**src/rtl/mdc_stream_pkg.sv**
```systemverilog
// Shared types and constants for the MDC token-to-stream output packer.
// Latency: n/a (package only).
// Backpressure: n/a (package only).
package mdc_stream_pkg;

    localparam int unsigned TOKEN_W_DEF = 16;
    localparam int unsigned OUT_W_DEF   = 32;
    localparam int unsigned STRB_W      = OUT_W_DEF / 8;
    // Tokens carried per stream word; the packer logic assumes exactly two.
    localparam int unsigned LANE_CNT    = OUT_W_DEF / TOKEN_W_DEF;

    localparam logic [STRB_W-1:0] STRB_FULL = 4'b1111;
    localparam logic [STRB_W-1:0] STRB_LOW  = 4'b0011;

    typedef struct packed {
        logic [OUT_W_DEF-1:0] data;
        logic [STRB_W-1:0]    strb;
    } packed_word_t;

endpackage

```
**src/rtl/hwpe_stream_intf_stream.sv**
```systemverilog
// Minimal HWPE stream bundle: data/strb/valid/ready between a source and a sink.
// Latency: n/a (wires only).
// Backpressure: a beat transfers when valid && ready; source holds data while stalled.
interface hwpe_stream_intf_stream #(
    parameter int unsigned DATA_WIDTH = 32
) ();

    localparam int unsigned STRB_WIDTH = DATA_WIDTH / 8;

    logic                  valid;
    logic                  ready;
    logic [DATA_WIDTH-1:0] data;
    logic [STRB_WIDTH-1:0] strb;

    modport source (output valid, output data, output strb, input ready);
    modport sink   (input valid, input data, input strb, output ready);

endinterface

```
**src/rtl/mdc_stream_fifo_sync.sv**
```systemverilog
// Synchronous FIFO of packed_word_t with soft clear; head is read straight from storage.
// Latency: a pushed word is visible on o_head one cycle after the push edge.
// Backpressure: push is ignored when full unless a pop happens in the same cycle.
// Ports: i_clk/i_rst_n/i_clear control, i_push/i_push_word write side,
//        i_pop read side, o_head/o_full/o_empty status.
module mdc_stream_fifo_sync
    import mdc_stream_pkg::*;
#(
    parameter int unsigned DEPTH = 4
) (
    input  logic         i_clk,
    input  logic         i_rst_n,
    input  logic         i_clear,
    input  logic         i_push,
    input  packed_word_t i_push_word,
    input  logic         i_pop,
    output packed_word_t o_head,
    output logic         o_full,
    output logic         o_empty
);

    localparam int unsigned AW = (DEPTH > 1) ? $clog2(DEPTH) : 1;
    localparam int unsigned CW = AW + 1;

    packed_word_t   r_mem [DEPTH];
    logic [AW-1:0]  r_wr_ptr;
    logic [AW-1:0]  r_rd_ptr;
    logic [CW-1:0]  r_count;

    logic w_do_push;
    logic w_do_pop;

    assign o_full    = (r_count == CW'(DEPTH));
    assign o_empty   = (r_count == '0);
    assign w_do_pop  = i_pop && !o_empty;
    // Full + simultaneous pop frees the slot being written this cycle.
    assign w_do_push = i_push && (!o_full || w_do_pop);

    // Head is forced to zero when empty so the idle bus reads all-zero.
    assign o_head = o_empty ? '0 : r_mem[r_rd_ptr];

    always_ff @(posedge i_clk or negedge i_rst_n) begin
        if (!i_rst_n) begin
            r_wr_ptr <= '0;
            r_rd_ptr <= '0;
            r_count  <= '0;
        end else if (i_clear) begin
            r_wr_ptr <= '0;
            r_rd_ptr <= '0;
            r_count  <= '0;
        end else begin
            // Pointers are AW bits wide, so they wrap at DEPTH (power of two).
            if (w_do_push) r_wr_ptr <= r_wr_ptr + AW'(1);
            if (w_do_pop)  r_rd_ptr <= r_rd_ptr + AW'(1);
            case ({w_do_push, w_do_pop})
                2'b10:   r_count <= r_count + CW'(1);
                2'b01:   r_count <= r_count - CW'(1);
                default: r_count <= r_count;
            endcase
        end
    end

    // Storage needs no reset: reads are masked while the FIFO is empty.
    always_ff @(posedge i_clk) begin
        if (w_do_push && !i_clear) begin
            r_mem[r_wr_ptr] <= i_push_word;
        end
    end

endmodule

```
**src/rtl/mdc_stream_out_packer.sv**
```systemverilog
// Packs pairs of 16-bit actor tokens into 32-bit stream words, with strobe-masked flush of a lone token.
// Latency: word appears on out one cycle after the completing token or flush push.
// Backpressure: in_ready_o drops while the FIFO is full, a flush is pending, or clear_i is high.
// Ports: clk_i/rst_ni/clear_i control; in_data_i/in_valid_i/in_ready_o token input;
//        flush_i end-of-frame pulse; out packed stream source; busy_o activity; word_cnt_o beats sent.
module mdc_stream_out_packer
    import mdc_stream_pkg::*;
#(
    parameter int unsigned TOKEN_W    = 16,
    parameter int unsigned OUT_W      = 32,
    parameter int unsigned FIFO_DEPTH = 4,
    parameter int unsigned CNT_W      = 16
) (
    input  logic               clk_i,
    input  logic               rst_ni,
    input  logic               clear_i,
    input  logic [TOKEN_W-1:0] in_data_i,
    input  logic               in_valid_i,
    output logic               in_ready_o,
    input  logic               flush_i,
    hwpe_stream_intf_stream.source out,
    output logic               busy_o,
    output logic [CNT_W-1:0]   word_cnt_o
);

    localparam int unsigned HALF_W = OUT_W / 2;

    logic [TOKEN_W-1:0] r_lane;
    logic               r_lane_full;
    logic               r_flush_pending;
    logic [CNT_W-1:0]   r_word_cnt;

    logic         w_tok_hs;
    logic         w_push_full;
    logic         w_push_part;
    logic         w_push;
    logic         w_flush_done;
    logic         w_pop;
    logic         w_fifo_full;
    logic         w_fifo_empty;
    packed_word_t w_push_word;
    packed_word_t w_head;

    // Token acceptance also waits on !fifo_full when it only fills the lane,
    // so the FIFO only ever needs one push port.
    assign in_ready_o  = !w_fifo_full && !r_flush_pending && !clear_i;
    assign w_tok_hs    = in_valid_i && in_ready_o;

    // in_ready_o is low while a flush is pending, so the two push sources
    // are mutually exclusive.
    assign w_push_full  = w_tok_hs && r_lane_full;
    assign w_push_part  = r_flush_pending && r_lane_full && !w_fifo_full;
    assign w_push       = w_push_full || w_push_part;
    assign w_flush_done = r_flush_pending && (!r_lane_full || !w_fifo_full);

    always_comb begin
        w_push_word = '0;
        if (w_push_full) begin
            w_push_word.data = {in_data_i, r_lane};
            w_push_word.strb = STRB_FULL;
        end else if (w_push_part) begin
            w_push_word.data = {{HALF_W{1'b0}}, r_lane};
            w_push_word.strb = STRB_LOW;
        end
    end

    mdc_stream_fifo_sync #(
        .DEPTH (FIFO_DEPTH)
    ) u_fifo (
        .i_clk       (clk_i),
        .i_rst_n     (rst_ni),
        .i_clear     (clear_i),
        .i_push      (w_push),
        .i_push_word (w_push_word),
        .i_pop       (w_pop),
        .o_head      (w_head),
        .o_full      (w_fifo_full),
        .o_empty     (w_fifo_empty)
    );

    assign out.valid = !w_fifo_empty;
    assign out.data  = w_head.data;
    assign out.strb  = w_head.strb;
    assign w_pop     = !w_fifo_empty && out.ready;

    always_ff @(posedge clk_i or negedge rst_ni) begin
        if (!rst_ni) begin
            r_lane          <= '0;
            r_lane_full     <= 1'b0;
            r_flush_pending <= 1'b0;
            r_word_cnt      <= '0;
        end else if (clear_i) begin
            r_lane          <= '0;
            r_lane_full     <= 1'b0;
            r_flush_pending <= 1'b0;
            r_word_cnt      <= '0;
        end else begin
            if (w_tok_hs) begin
                if (!r_lane_full) begin
                    r_lane      <= in_data_i;
                    r_lane_full <= 1'b1;
                end else begin
                    r_lane_full <= 1'b0;
                end
            end else if (w_push_part) begin
                r_lane_full <= 1'b0;
            end

            // A flush pulse seen while one is already pending is dropped.
            if (r_flush_pending) begin
                if (w_flush_done) r_flush_pending <= 1'b0;
            end else if (flush_i) begin
                r_flush_pending <= 1'b1;
            end

            if (w_pop) r_word_cnt <= r_word_cnt + CNT_W'(1);
        end
    end

    assign busy_o     = r_lane_full || !w_fifo_empty || r_flush_pending;
    assign word_cnt_o = r_word_cnt;

endmodule

```
**src/flat_wrapper.sv**
```systemverilog
// flat-port wrapper written by rule: the top's interface ports become plain ports
module mdc_stream_out_packer_flat import mdc_stream_pkg::*;
#(
    parameter int unsigned TOKEN_W    = 16,
    parameter int unsigned OUT_W      = 32,
    parameter int unsigned FIFO_DEPTH = 4,
    parameter int unsigned CNT_W      = 16
)
  (clk_i, rst_ni, clear_i, in_data_i, in_valid_i, in_ready_o, flush_i, busy_o, word_cnt_o, out_valid, out_data, out_strb, out_ready);
  hwpe_stream_intf_stream #(.DATA_WIDTH(32)) out_i ();
  input  logic clk_i;
  input  logic rst_ni;
  input  logic clear_i;
  input  logic [TOKEN_W-1:0] in_data_i;
  input  logic in_valid_i;
  output logic in_ready_o;
  input  logic flush_i;
  output logic busy_o;
  output logic [CNT_W-1:0] word_cnt_o;
  output wire logic [$bits(out_i.valid)-1:0] out_valid;
  output wire logic [$bits(out_i.data)-1:0] out_data;
  output wire logic [$bits(out_i.strb)-1:0] out_strb;
  input wire logic [$bits(out_i.ready)-1:0] out_ready;
  assign out_valid = out_i.valid;
  assign out_data = out_i.data;
  assign out_strb = out_i.strb;
  assign out_i.ready = out_ready;
  mdc_stream_out_packer #(.TOKEN_W(TOKEN_W), .OUT_W(OUT_W), .FIFO_DEPTH(FIFO_DEPTH), .CNT_W(CNT_W)) u_core (.clk_i(clk_i), .rst_ni(rst_ni), .clear_i(clear_i), .in_data_i(in_data_i), .in_valid_i(in_valid_i), .in_ready_o(in_ready_o), .flush_i(flush_i), .out(out_i), .busy_o(busy_o), .word_cnt_o(word_cnt_o));
endmodule
```
**config.mk**
```make
export PLATFORM = sky130hd
export DESIGN_NAME = mdc_stream_out_packer_flat
export DESIGN_NICKNAME = d
export VERILOG_FILES = /design/src/rtl/mdc_stream_pkg.sv /design/src/rtl/hwpe_stream_intf_stream.sv /design/src/rtl/mdc_stream_fifo_sync.sv /design/src/rtl/mdc_stream_out_packer.sv /design/src/flat_wrapper.sv
export SDC_FILE = /design/constraint.sdc
export NUM_CORES = 1
export LEC_CHECK = 0
export BUFFER_PORTS_ARGS = -buffer_cell sky130_fd_sc_hd__buf_2
export CELL_PAD_IN_SITES_DETAIL_PLACEMENT = 2
export CELL_PAD_IN_SITES_GLOBAL_PLACEMENT = 2
export CORE_ASPECT_RATIO = 1.4
export CORE_MARGIN = 1.5
export CORE_UTILIZATION = 43
export DETAILED_ROUTE_END_ITERATION = 8
export PLACE_DENSITY_LB_ADDON = 0.2
export SETUP_SLACK_MARGIN = 0.02
export SLEW_MARGIN = 0
export SYNTH_ARGS = -nofsm -noshare
export SYNTH_HDL_FRONTEND = slang
export SYNTH_HIERARCHICAL = 1
export SYNTH_SLANG_ARGS = --single-unit
```
**constraint.sdc**
```tcl
create_clock -name clk_i -period 4.4 [get_ports clk_i]
set_clock_uncertainty 0.15 [all_clocks]
set_input_delay 0 -clock clk_i [delete_from_list [all_inputs] [get_ports clk_i]]
set_output_delay 0 -clock clk_i [all_outputs]
set_load 0.01 [all_outputs]
```
**Word-level counts from Yosys, hierarchy flattened**

Memory sizes are Yosys's and may differ from the RTL's.
Cells that the tools add are included.

- Register bits: 41
- Bits in writable memories: 144
- Input bits: 22
- Output and inout bits: 55
- Logic and storage cells: 70
- Memories kept: 1

- Add/subtract/negate cells: 5
- Eq/ne operators: 4
- Muxes and demuxes: 24
- Reduce and logical (&&, ||, !) cells: 29

Memory list:

| name | words | width | read ports | clocked after Yosys merged registers in | wr ports | line | RTL |
|---|---|---|---|---|---|---|---|
| u_core.u_fifo.r_mem | 4 | 36 | 1 | 0 | 1 | mdc_stream_fifo_sync.sv:25 | `packed_word_t r_mem [DEPTH];` |

Operators with widths:

| cell | number |
|---|---|
| two-way mux 16 bit | 5 |
| two-way mux 36 bit | 2 |
| two-way mux 20 bit | 1 |
| adder 16 x 1 -> 16 bit, second input constant | 1 |
| logical AND 1 bit | 11 |
| two-way mux 1 bit | 10 |
| two-way mux 2 bit | 4 |
| nonzero test 2 bit | 4 |
| case mux 3 bit (2 select lines) | 1 |
| nonzero test 3 bit | 2 |
| logical NOT 1 bit | 5 |
| logical OR 1 bit | 5 |
| adder 2 x 1 -> 2 bit, second input constant | 2 |
| adder 3 x 1 -> 3 bit, second input constant | 1 |
| == test 3 bit, second input constant | 1 |
| logical NOT 3 bit | 1 |
| two-way mux 3 bit | 1 |
| subtractor 3 x 1 -> 3 bit, second input constant | 1 |
| == test 2 x 1 -> 1 bit, second input constant | 1 |
| == test 2 bit, second input constant | 1 |
| inequality test 2 bit, second input constant | 1 |
| AND reduction 2 bit | 1 |

**Longest topological paths before layout**

Gate-level depths: netlist of the first run.

- Word-level depth: 11
- Depth in mapped cells: 14
- Depth with buffers taken out: 11

**Modules after synthesis**

The synthesis of the first run kept the hierarchy.

Modules (own cells, without submodules):

| module | times used | cells an instance | area an instance (µm²) | seq. area each (µm²) |
|---|---|---|---|---|
| mdc_stream_fifo_sync | 1 | 296 | 6,029.5 | 4,499.3 |
| mdc_stream_out_packer | 1 | 203 | 1,863.0 | 850.8 |

**Worst setup path before layout of the first run**

Ideal clock, no wire load.

- Path type: reg2reg
- Start: reg u_core.u_fifo.r_count[0]
- End: mem u_core/u_fifo/r_mem[0][0] (netlist bit) (enable)
- Setup time: 0.397 ns
- Arrival time: 3.410 ns
- Data required time: 3.853 ns
- Slack: 0.444 ns
- Stages on the path, launching flop included: 13
- Period minus slack after synthesis: 3.956 ns
- Cells stage by stage: dfrtp_1 > buf_4 > nor2_1 > and2_1 > or3b_4 > nor3b_4 > a31oi_4 > buf_6 > inv_1 > buf_2 > inv_1 > nor3_1 > and2_1

- Word-level cells in the longest chain between the ends: 11
- Elaborated cells on any way between the ends: 17

RTL lines:

| what | line | RTL |
|---|---|---|
| start, declared | mdc_stream_fifo_sync.sv:28 | `logic [CW-1:0] r_count;` |
| start signal, assigned | mdc_stream_fifo_sync.sv:56 | `2'b10: r_count <= r_count + CW'(1);` |
| start signal, assigned | mdc_stream_fifo_sync.sv:57 | `2'b01: r_count <= r_count - CW'(1);` |
| start signal, assigned | mdc_stream_fifo_sync.sv:58 | `default: r_count <= r_count;` |
| == test 3 bit * | mdc_stream_fifo_sync.sv:33 | `assign o_full = (r_count == CW'(DEPTH));` |
| via u_core.w_fifo_full | mdc_stream_out_packer.sv:39 | `logic w_fifo_full;` |
| logical NOT 1 bit * | mdc_stream_out_packer.sv:46, mdc_stream_out_packer.sv:52 |  |
| logical AND 1 bit (2 in series) | mdc_stream_out_packer.sv:46 | `assign in_ready_o = !w_fifo_full && !r_flush_pending && !clear_i;` |
| logical AND 1 bit | mdc_stream_out_packer.sv:47 | `assign w_tok_hs = in_valid_i && in_ready_o;` |
| logical AND 1 bit | mdc_stream_out_packer.sv:51 | `assign w_push_full = w_tok_hs && r_lane_full;` |
| logical OR 1 bit * | mdc_stream_out_packer.sv:53 | `assign w_push = w_push_full \|\| w_push_part;` |
| via u_core.w_push | mdc_stream_out_packer.sv:36 | `logic w_push;` |
| logical AND 1 bit * | mdc_stream_fifo_sync.sv:37 | `assign w_do_push = i_push && (!o_full \|\| w_do_pop);` |
| logical AND 1 bit * | mdc_stream_fifo_sync.sv:65 | `if (w_do_push && !i_clear) begin` |
| two-way mux 1 bit * | mdc_stream_fifo_sync.sv:65 |  |
| two-way mux 1 bit (not written as such) * | mdc_stream_fifo_sync.sv:66 | `r_mem[r_wr_ptr] <= i_push_word;` |
| end, declared | mdc_stream_fifo_sync.sv:25 |  |

Mark *: on every way through the listed nets, which the timed path passes. The rest lies on a longest branch.

**Final worst setup path of the first run**

- Start: reg u_core.u_fifo.r_count[0]
- End: mem u_core/u_fifo/r_mem[1][15] (netlist bit) (enable)

The elaborated chain is that of the path after synthesis.

==> results of run 1 <==
## worst max-delay path, cell delays in order (launching register included)
cell     delay [ns]
dfrtp_1        0.60
nor2_1         0.12
and2_1         0.24
or3b_4         0.46
nor3b_4        0.27
a31oi_4        0.18
inv_1          0.37
inv_1          0.17
nor3_1         0.40
and2_2         0.62
buf_12         0.26
## logic make-up after synthesis
group / count (synthesis) / share of synthesized area, %
flip-flops: 185 / 67.8
multiplexers: 37 / 10.4
XOR/XNOR: 11 / 1.22
buffers and inverters: 36 / 2.28
AND/OR/NAND/NOR: 174 / 13.6
adder cells (fa/ha/maj): 6 / 1.05
AO/OA/AOI/OAI: 50 / 3.69
## where the power goes
part           internal [mW]  switching (mW)  total (mW)
sequential              1.89          0.0264        1.92
combinational          0.108           0.159       0.267
clock                  0.782           0.673        1.46
total                   2.78           0.858        3.64
## layer usage
layer | global-route usage, % | wire length (um) | up-vias
met2 | 43.0 | 11800 | 101
met1 | 28.0 | 8460 | 2394
li1 | - | - | 2063
met4 | 6.15 | 155 | 0
met3 | 4.12 | 634 | 11
met5 | 0 | 0 | -
## registers in the layout, summed over array words and instances, names as in the netlist
| signal | count |
|---|---|
| u_core/r_flush_pending | 1 |
| u_core/r_lane_full | 1 |
| u_core/u_fifo/r_rd_ptr | 2 |
| u_core/u_fifo/r_mem | 144 |
| u_core/r_lane | 16 |
| u_core/word_cnt_o | 16 |
| u_core/u_fifo/r_count | 3 |
| u_core/u_fifo/r_wr_ptr | 2 |
## Yosys cell counts, types with 3 or more instances
cell / n
xnor2_1: 3
buf_4: 3
a21oi_1: 13
nor2b_2: 9
nor2b_1: 39
ha_1: 5
nand4_1: 5
clkbuf_1: 10
or3_1: 8
edfxtp_1: 144
nor2_1: 15
inv_1: 9
buf_2: 9
mux4_2: 36
dfrtp_1: 41
xor2_1: 8
and2b_1: 6
nand3_1: 4
buf_6: 3
nand2b_1: 18
nand2_1: 24
and2_1: 21
nor3_1: 4
o21ai_0: 24
## timing repair
item                                   in CTS  in global routing
gates resized for setup                     0                  0
setup endpoints to repair                   0                 36
hold buffers                               20                  0
endpoints found under the hold margin     125                  0
## worst max-delay path by stage
| stage | end | startpoint | slack [ns] | cells past startpoint |
|---|---|---|---|---|
| 3_5_place_dp | u_core/u_fifo/r_mem[0][34] | u_core/u_fifo/r_count[0] | 0.30 | 10 |
| 5_1_grt | u_core/u_fifo/r_mem[1][15] | u_core/u_fifo/r_count[0] | -0.02 | 10 |
| 6_report | u_core/u_fifo/r_mem[1][15] | u_core/u_fifo/r_count[0] | 0.23 | 10 |
| 3_3_place_gp | u_core/u_fifo/r_mem[1][29] | u_core/u_fifo/r_count[0] | 0.56 | 10 |
| 2_1_floorplan | u_core/u_fifo/r_mem[0][0] | u_core/u_fifo/r_count[0] | 0.44 | 12 |
| 4_1_cts | u_core/u_fifo/r_mem[1][33] | u_core/u_fifo/r_count[0] | 0.24 | 10 |
## area by class of cell
class | count | area, um^2
clock inverter | 14 | 121
tap | 240 | 300
inverter | 9 | 33.8
multi-input combinational | 278 | 2380
clock buffer | 18 | 429
timing repair buffer | 107 | 713
fill | 1721 | 8670
sequential | 185 | 5350
==> summary.txt, run 1 <==
Outcome: completed
Most area-consuming cells after synthesis: edfxtp_1 (55%), dfrtp_1 (13%), mux4_2 (10%)
Initial drt markers: 267
Worst vdd ir: 0.235 mV
Num rows: 58
Hold Path Depth: 3
# setup viols final: 0
Total CTS buffers: 17
Nature of the critical path endpoint: flip-flop
Core footprint: 0.0180 mm^2
Pleak: 3.18 nW
GRT overflow: 0
Yosys cell types: 52
Die area: 0.0192 mm^2
Number of synthesized flops with an enable pin: 144
Worst-margin pin slew: 1.11 ns
Via count: 4,569
I/O Buffers: 76
PnR worst setup slack: 0.227 ns
Io pins: 77
DRC: 0
Die W: 118 um
Critical Path Start Type: flip-flop
CP required: 4.37 ns
Final HPWL DP: 13.4 mm
Vias in the first global route: 5,310
First-pass GRT wire length: 32.5 mm
Util after Layout: 51.8%
Syn Inst Count: 499
R2R Path Start: u_core/u_fifo/r_count[0]
Hold Crit Start: clear_i
DP Worst Slack: 0.301 ns
Layout cells sized above 1: 29.0%
Worst-path clk slew: 0.07 ns
ANT cells: 0
Clock Path Buffers: 2
Crit Path Class: reg2reg
CP Data Arrival Time: 4.15 ns
Fmax: 240 MHz
Min Tclk post-route: 4.17 ns
Area grow syn2layout: 18.2%
Clock latency at the later pin of the worst-skew pair: 0.43 ns
Hold Path Sink: u_core/u_fifo/r_mem[3][3]
Mapped Nets: 527
Top-area cell type share of the netlist area: 54.8%
Slew Viols, Final: 0
Reg2reg path depth: 10
Slew margin rel.: 26.1%
Setup repair bufs after CTS: 0
Post-DP Area: 0.00858 mm^2
Worst R2R End: u_core/u_fifo/r_mem[1][15]
Wirelength per Cell: 24.7 um
Most used cells in the layout excluding fill and tap cells: edfxtp_1 (144), buf_2 (76), nor2b_1 (39), dfrtp_1 (39), mux4_2 (36)
Max Cap Viol: 0
Finished Layout Cells: 851
Total power: 3.64 mW
Cells after DPL: 799
Nets: 626
WL final: 21.0 mm
Initial antenna violation count: 0
Setup_tns: 0 ns
Design Area, Final: 0.00933 mm^2
Die Ht: 163 um
Num Clock Sinks: 185
Starting density of the core: 43.9%
Final hold slack: 0.0459 ns
Sequential area share after synthesis: 67.8%
Post-synthesis register bit count: 185
Pin count of the biggest net entering global routing: 47
H-tree depth: 4
Antenna violation net count after detailed routing: 0
TritonRoute pass-1 iters: 4
Most common cell after layout, fill and taps aside: edfxtp_1
R2R Setup Slk: 0.23 ns
Crit share post-route: 94.8%
Top cell type by total area after synthesis: edfxtp_1
CTS tree: yes
Crit-path max FO: 19
RSZ-0062 raised after global routing: true
GRT Util Overall: 23.2%
Yosys warns: 6
Final Hold Violating Endpoints: 0
Clk root buf: clkbuf_16
Main synth FF type: edfxtp_1
Drt via density: 5.37
Hold crit path type: in2reg
Avg Cell Area, Syn: 15.8 um^2
Pwr per Cell Area: 390 mW/mm^2
Asr flop ratio synth: 22.2%
GPL Wtd Cong: 0.712
Synth Cell Area: 0.00789 mm^2
Note: power is estimated with default switching activity, not from simulation.
==> run 2, diff against run 1 <==
Settings changed: ABC_AREA from default to 1, CORE_UTILIZATION 43 to 39, CTS_CLUSTER_DIAMETER from default to 40.
==> run 2 against run 1 <==
Sequential power rose by 4%. Critical endpoint is now u_core/u_fifo/r_mem[2][2]. Largest power group unchanged. Global-route usage rose by 0.14 points. Highest routed layer unchanged. Synthesized area rose by 2.1%.
==> summary.txt, run 2 <==
Outcome: completed
Die W: 124 um
TritonRoute pass-1 iters: 4
Layout cells sized above 1: 17.9%
Met3 Usage GRT: 4.12%
Largest Register: u_core/u_fifo/r_mem
Top-area cell type share of the netlist area: 53.7%
Main synth FF type: edfxtp_1
Drt via density: 5.26
GRT Util Overall: 23.3%
Yosys warns: 6
Worst path max stage delay: 0.67 ns
CTS tree: yes
Num rows: 62
Worst-path clk slew: 0.07 ns
Most used cells in the layout excluding fill and tap cells: nor2_1 (195), edfxtp_1 (144), buf_2 (76)
P_int: 3.15 mW
Yosys cell types: 34
GRT overflow: 0
Top cell type by total area after synthesis: edfxtp_1
Area of the multi-input gates: 0.00221 mm^2
Clk network pwr share: 31.9%
Total CTS buffers: 17
Crit share post-route: 81.4%
GR peak layer: met2
CP cell instances: nor2_2, nand2_1, inv_2, nor2_2, inv_1, nand2_1, nand2_1, inv_1, nand2_1, nor2_4, buf_4
Setup repair bufs after CTS: 0
DP Worst Slack: 0.790 ns
Fmax: 279 MHz
Mapped Nets: 778
RSZ-0062 raised after global routing: false
Clock Path Buffers: 2
Num Clock Sinks: 185
CP Launch Point: u_core/u_fifo/r_count[0]
R2R Path Start: u_core/u_fifo/r_count[0]
Starting density of the core: 39.5%
GPL Wtd Cong: 0.797
Worst vdd ir: 0.285 mV
Slew margin rel.: 28.6%
Critical Path Start Type: flip-flop
Pin count of the biggest net entering global routing: 74
Slew Viols, Final: 0
DRC: 0
Post-synthesis register bit count: 185
CP Data Arrival Time: 3.56 ns
Reg area: 0.00535 mm^2
Avg Cell Area, Syn: 10.7 um^2
Initial antenna violation count: 0
Cts repair resizes: 0
Syn Inst Count: 750
Final Hold Violating Endpoints: 0
# setup viols final: 0
First-pass GRT wire length: 38.3 mm
Met1 usage: 26.4%
Sw power: 1.70 mW
Sequential area share after synthesis: 66.4%
Number of synthesized flops with an enable pin: 144
Vias in the first global route: 6,657
Wirelength per Cell: 22.0 um
Area grow syn2layout: 17.1%
Core footprint: 0.0204 mm^2
CP required: 4.38 ns
Crit path top cell by count: nand2_1
Cts hold-fix bufs: 22
Crit Path Class: reg2reg
Most common cell after layout, fill and taps aside: nor2_1
Reg power frac: 41.1%
Nets: 872
Via count: 5,849
Max Cap Viol: 0
I/O Buffers: 76
Die area: 0.0215 mm^2
Io pins: 77
Die Ht: 173 um
Initial drt markers: 359
Fill count: 2,130
Pwr per Cell Area: 514 mW/mm^2
Hold crit path type: in2async
Asr flop ratio synth: 22.2%
Most area-consuming cells after synthesis: edfxtp_1 (54%), dfrtp_1 (13%), nor2_1 (9.3%)
PnR worst setup slack: 0.816 ns
Comb power frac: 27.0%
Most instantiated library cell after synthesis: nor2_1
GR Layer Usage met2: 44.5%
WL final: 24.5 mm
Min Tclk post-route: 3.58 ns
Synth Cell Area: 0.00806 mm^2
ANT cells: 0
H-tree depth: 4
Final HPWL DP: 15.8 mm
Setup_tns: 0 ns
Clk root buf: clkbuf_16
Nature of the critical path endpoint: flip-flop
Critical path's slowest cell: nor2_4
Synth top cells by count: nor2_1 (199), edfxtp_1 (144), inv_1 (73)
Sw Ratio: 35.1%
Antenna violation net count after detailed routing: 0
Crit-path max FO: 39
Pleak: 3.81 nW
Worst-margin pin slew: 1.07 ns
Max FFs per register: 144
Clock latency at the later pin of the worst-skew pair: 0.43 ns
run 2: cell count changes after synthesis, moves of 18 or more:
cell / change
nor2_1: +184
inv_1: +64
nand2_1: +39
nor2b_1: -39
o21ai_1: +38
mux4_2: -36
a21oi_1: +24
and2_1: -21
nand2b_1: -18
run 2: stage by stage:
stage	utilization (%)	hold WS (ns)	std cells	cell area [um^2]	power, mW
6_report	46.2	0.149	1113	9440	4.85
5_1_grt	46.2	0.235	1113	9440	5.08
4_1_cts	46.2	0.166	1113	9440	4.92
3_5_place_dp	42.3	0.0921	1059	8620	3.35
3_3_place_gp	42.3	0.0793	1059	8620	3.26
2_1_floorplan	-	-0.446	750	8060	2.86
run 2: final cells by class:
class | count | share of cell area [%]
Sequential cell | 185 | 56.7
Tap cell | 256 | 3.39
Multi-Input combinational cell | 455 | 23.4
Inverter | 78 | 3.13
Clock buffer | 18 | 4.55
Clock inverter | 14 | 1.71
Timing Repair Buffer | 107 | 7.08
run 2: power by group through the flow:
stage          registers (mW)  logic, mW  clock network [mW]
2_1_floorplan            2.02      0.837                   0
3_5_place_dp             2.03       1.31                   0
5_1_grt                  2.00       1.44                1.64
4_1_cts                  2.00       1.34                1.58
3_3_place_gp             2.02       1.24                   0
6_report                 2.00       1.31                1.55
run 2: cell families after synthesis:
logic type / Yosys count / share of synthesized area [%]
compound gates: 144 / 9.64
xor+xnor: 1 / 0.109
fa+ha+maj: 6 / 1.02
buf+inv: 110 / 6.57
flops: 185 / 66.4
simple gates: 304 / 16.3
run 2: per-layer routing:
metal,routed length [um],up-vias
li1,-,2697
met1,9300,2994
met2,13900,128
met3,840,30
met4,438,0
met5,0,-
run 2: worst paths after layout:
path                                             end  slack [ns]  cells after the start
max                        u_core/u_fifo/r_mem[2][2]        0.82                     11
min reg2reg                         u_core/r_lane[1]        0.40                      2
min                         u_core/u_fifo/r_count[1]        0.15                      2
max in group asynchronous  u_core/u_fifo/r_rd_ptr[0]        3.24                      2
max reg2reg                u_core/u_fifo/r_mem[2][2]        0.82                     11
min in group clk_i              u_core/word_cnt_o[2]        0.27                      3
run 2: worst max-delay path, delay by kind of cell, from the launching register on:
family        cells  cell delay (ns)
simple gates      7             1.73
flops             1             0.46
buf+inv           4             0.93
==> run 3, diff against run 2 <==
Clock period 4.4 ns to 3.39 ns, I/O delays scaled along.
==> run 3 against run 2 <==
First-iteration DRC count up 10%. Highest routed layer unchanged. Largest power group unchanged. Critical path depth is 5 higher. Critical path type unchanged. Design area increased by 0.48%. Combinational power grew 31%. Total power is 31% higher.
==> summary.txt, run 3 (synthesis results as in run 2) <==
Outcome: completed
RSZ-0062 raised after global routing: false
Most used cells in the layout excluding fill and tap cells: nor2_1 (195), edfxtp_1 (144), buf_2 (76)
DRC: 0
WL final: 24.2 mm
Area grow syn2layout: 17.6%
Num rows: 62
Clock latency at the later pin of the worst-skew pair: 0.44 ns
R2R Setup Slk: 0.44 ns
Final HPWL DP: 15.8 mm
Initial drt markers: 396
TritonRoute pass-1 iters: 5
CP Data Arrival Time: 3.12 ns
Worst-margin pin slew: 1.07 ns
Total CTS buffers: 17
# setup viols final: 0
Worst R2R End: u_core/u_fifo/r_count[2]
Reg area: 0.00535 mm^2
Critical path's slowest cell: dfrtp_1
Die Ht: 173 um
I/O Buffers: 76
GR Layer Usage met2: 45.0%
Layout cells sized above 1: 18.2%
Via count: 5,842
Fill count: 2,101
Slew margin rel.: 28.9%
Final Hold Violating Endpoints: 0
Reg2reg path depth: 16
Core footprint: 0.0204 mm^2
Area of the multi-input gates: 0.00221 mm^2
R2R Path Start: u_core/u_fifo/r_count[0]
Max Cap Viol: 0
Pin count of the biggest net entering global routing: 74
Clk root buf: clkbuf_16
GRT Util Overall: 23.4%
Hold crit path type: in2async
CP required: 3.56 ns
Max FFs per register: 144
Worst-path clk slew: 0.07 ns
Worst path max stage delay: 0.43 ns
Nets: 876
Vias in the first global route: 6,711
Initial antenna violation count: 0
Most common cell after layout, fill and taps aside: nor2_1
Slew Viols, Final: 0
Largest Register: u_core/u_fifo/r_mem
Crit Path Class: reg2reg
CTS tree: yes
CP top delay family: simple AND/OR/NAND/NOR gates
Worst Path Buf+Inv: 4
ANT cells: 0
Drt via density: 5.23
Min Tclk post-route: 2.95 ns
Die area: 0.0215 mm^2
Nature of the critical path endpoint: flip-flop
GRT overflow: 0
Met3 Usage GRT: 3.93%
GPL Wtd Cong: 0.795
Pleak: 3.82 nW
Crit-path max FO: 12
Clock Path Buffers: 2
Wirelength per Cell: 21.7 um
Crit share post-route: 87.1%
Num Clock Sinks: 185
First-pass GRT wire length: 38.3 mm
Worst vdd ir: 0.398 mV
Met1 usage: 26.2%
H-tree depth: 4
CP cell instances: nor2_2, nand2_1, inv_1, nor3_4, nand3_4, nand2_4, inv_1, nand3_1, inv_1, fa_1, xnor2_1, inv_1, nand2_1, nand2_1, nand3_1, nand2_1
Setup_tns: 0 ns
Fmax: 339 MHz
Die W: 124 um
GR peak layer: met2
Pwr per Cell Area: 668 mW/mm^2
Antenna violation net count after detailed routing: 0
Final hold slack: 0.135 ns
Starting density of the core: 39.5%
Critical Path Start Type: flip-flop
Io pins: 77
-- run 3: layout make-up --
type / instances / share of cell area, %
well taps: 256 / 3.38
repair buffers: 111 / 7.50
inverters: 78 / 3.11
clock buffers: 18 / 4.53
multi-input cells: 455 / 23.3
clock inverters: 14 / 1.73
flip-flops and latches: 185 / 56.4
-- run 3: worst max path at each step --
| stage | from | endpoint | slack (ns) | cells past startpoint |
|---|---|---|---|---|
| 6_report | u_core/u_fifo/r_count[0] | u_core/u_fifo/r_count[2] | 0.44 | 16 |
| 5_1_grt | u_core/u_fifo/r_count[0] | u_core/u_fifo/r_count[2] | 0.14 | 16 |
| 4_1_cts | u_core/u_fifo/r_count[0] | u_core/u_fifo/r_count[2] | 0.09 | 16 |
| 3_5_place_dp | u_core/u_fifo/r_count[0] | u_core/u_fifo/r_count[2] | 0.20 | 16 |
| 3_3_place_gp | u_core/u_fifo/r_count[0] | u_core/u_fifo/r_count[2] | 0.52 | 16 |
| 2_1_floorplan | u_core/u_fifo/r_count[0] | u_core/u_fifo/r_mem[0][0] | -0.16 | 10 |
-- run 3: per-stage QoR --
step           setup WS, ns  std cells  utilization (%)  cell area (um^2)  total power [mW]
6_report              0.439       1117             46.5              9480              6.34
5_1_grt               0.144       1117             46.5              9480              6.66
2_1_floorplan        -0.158        750                -              8060              3.71
3_3_place_gp          0.518       1062             42.4              8660              4.24
3_5_place_dp          0.200       1062             42.4              8660              4.36
4_1_cts              0.0923       1116             46.4              9470              6.41
-- run 3: metal layers --
metal	wire length, um	vias up	part of all wire [%]
met4	408	0	1.7
met5	0	-	0
met1	9500	2987	39
li1	-	2707	-
met2	13600	120	56
met3	699	28	2.9
-- run 3: repair_timing --
item / CTS / global route
setup endpoints to repair: 0 / 1
gates resized for setup: 0 / 0
hold endpoints to repair: 131 / 0
setup buffers: 0 / 1
hold buffers: 22 / 0
-- run 3: power breakdown --
part	leakage [nW]	internal, mW	switching (mW)
registers	1.89	2.53	0.0593
clock network	0.280	1.10	0.921
logic	1.65	0.520	1.20
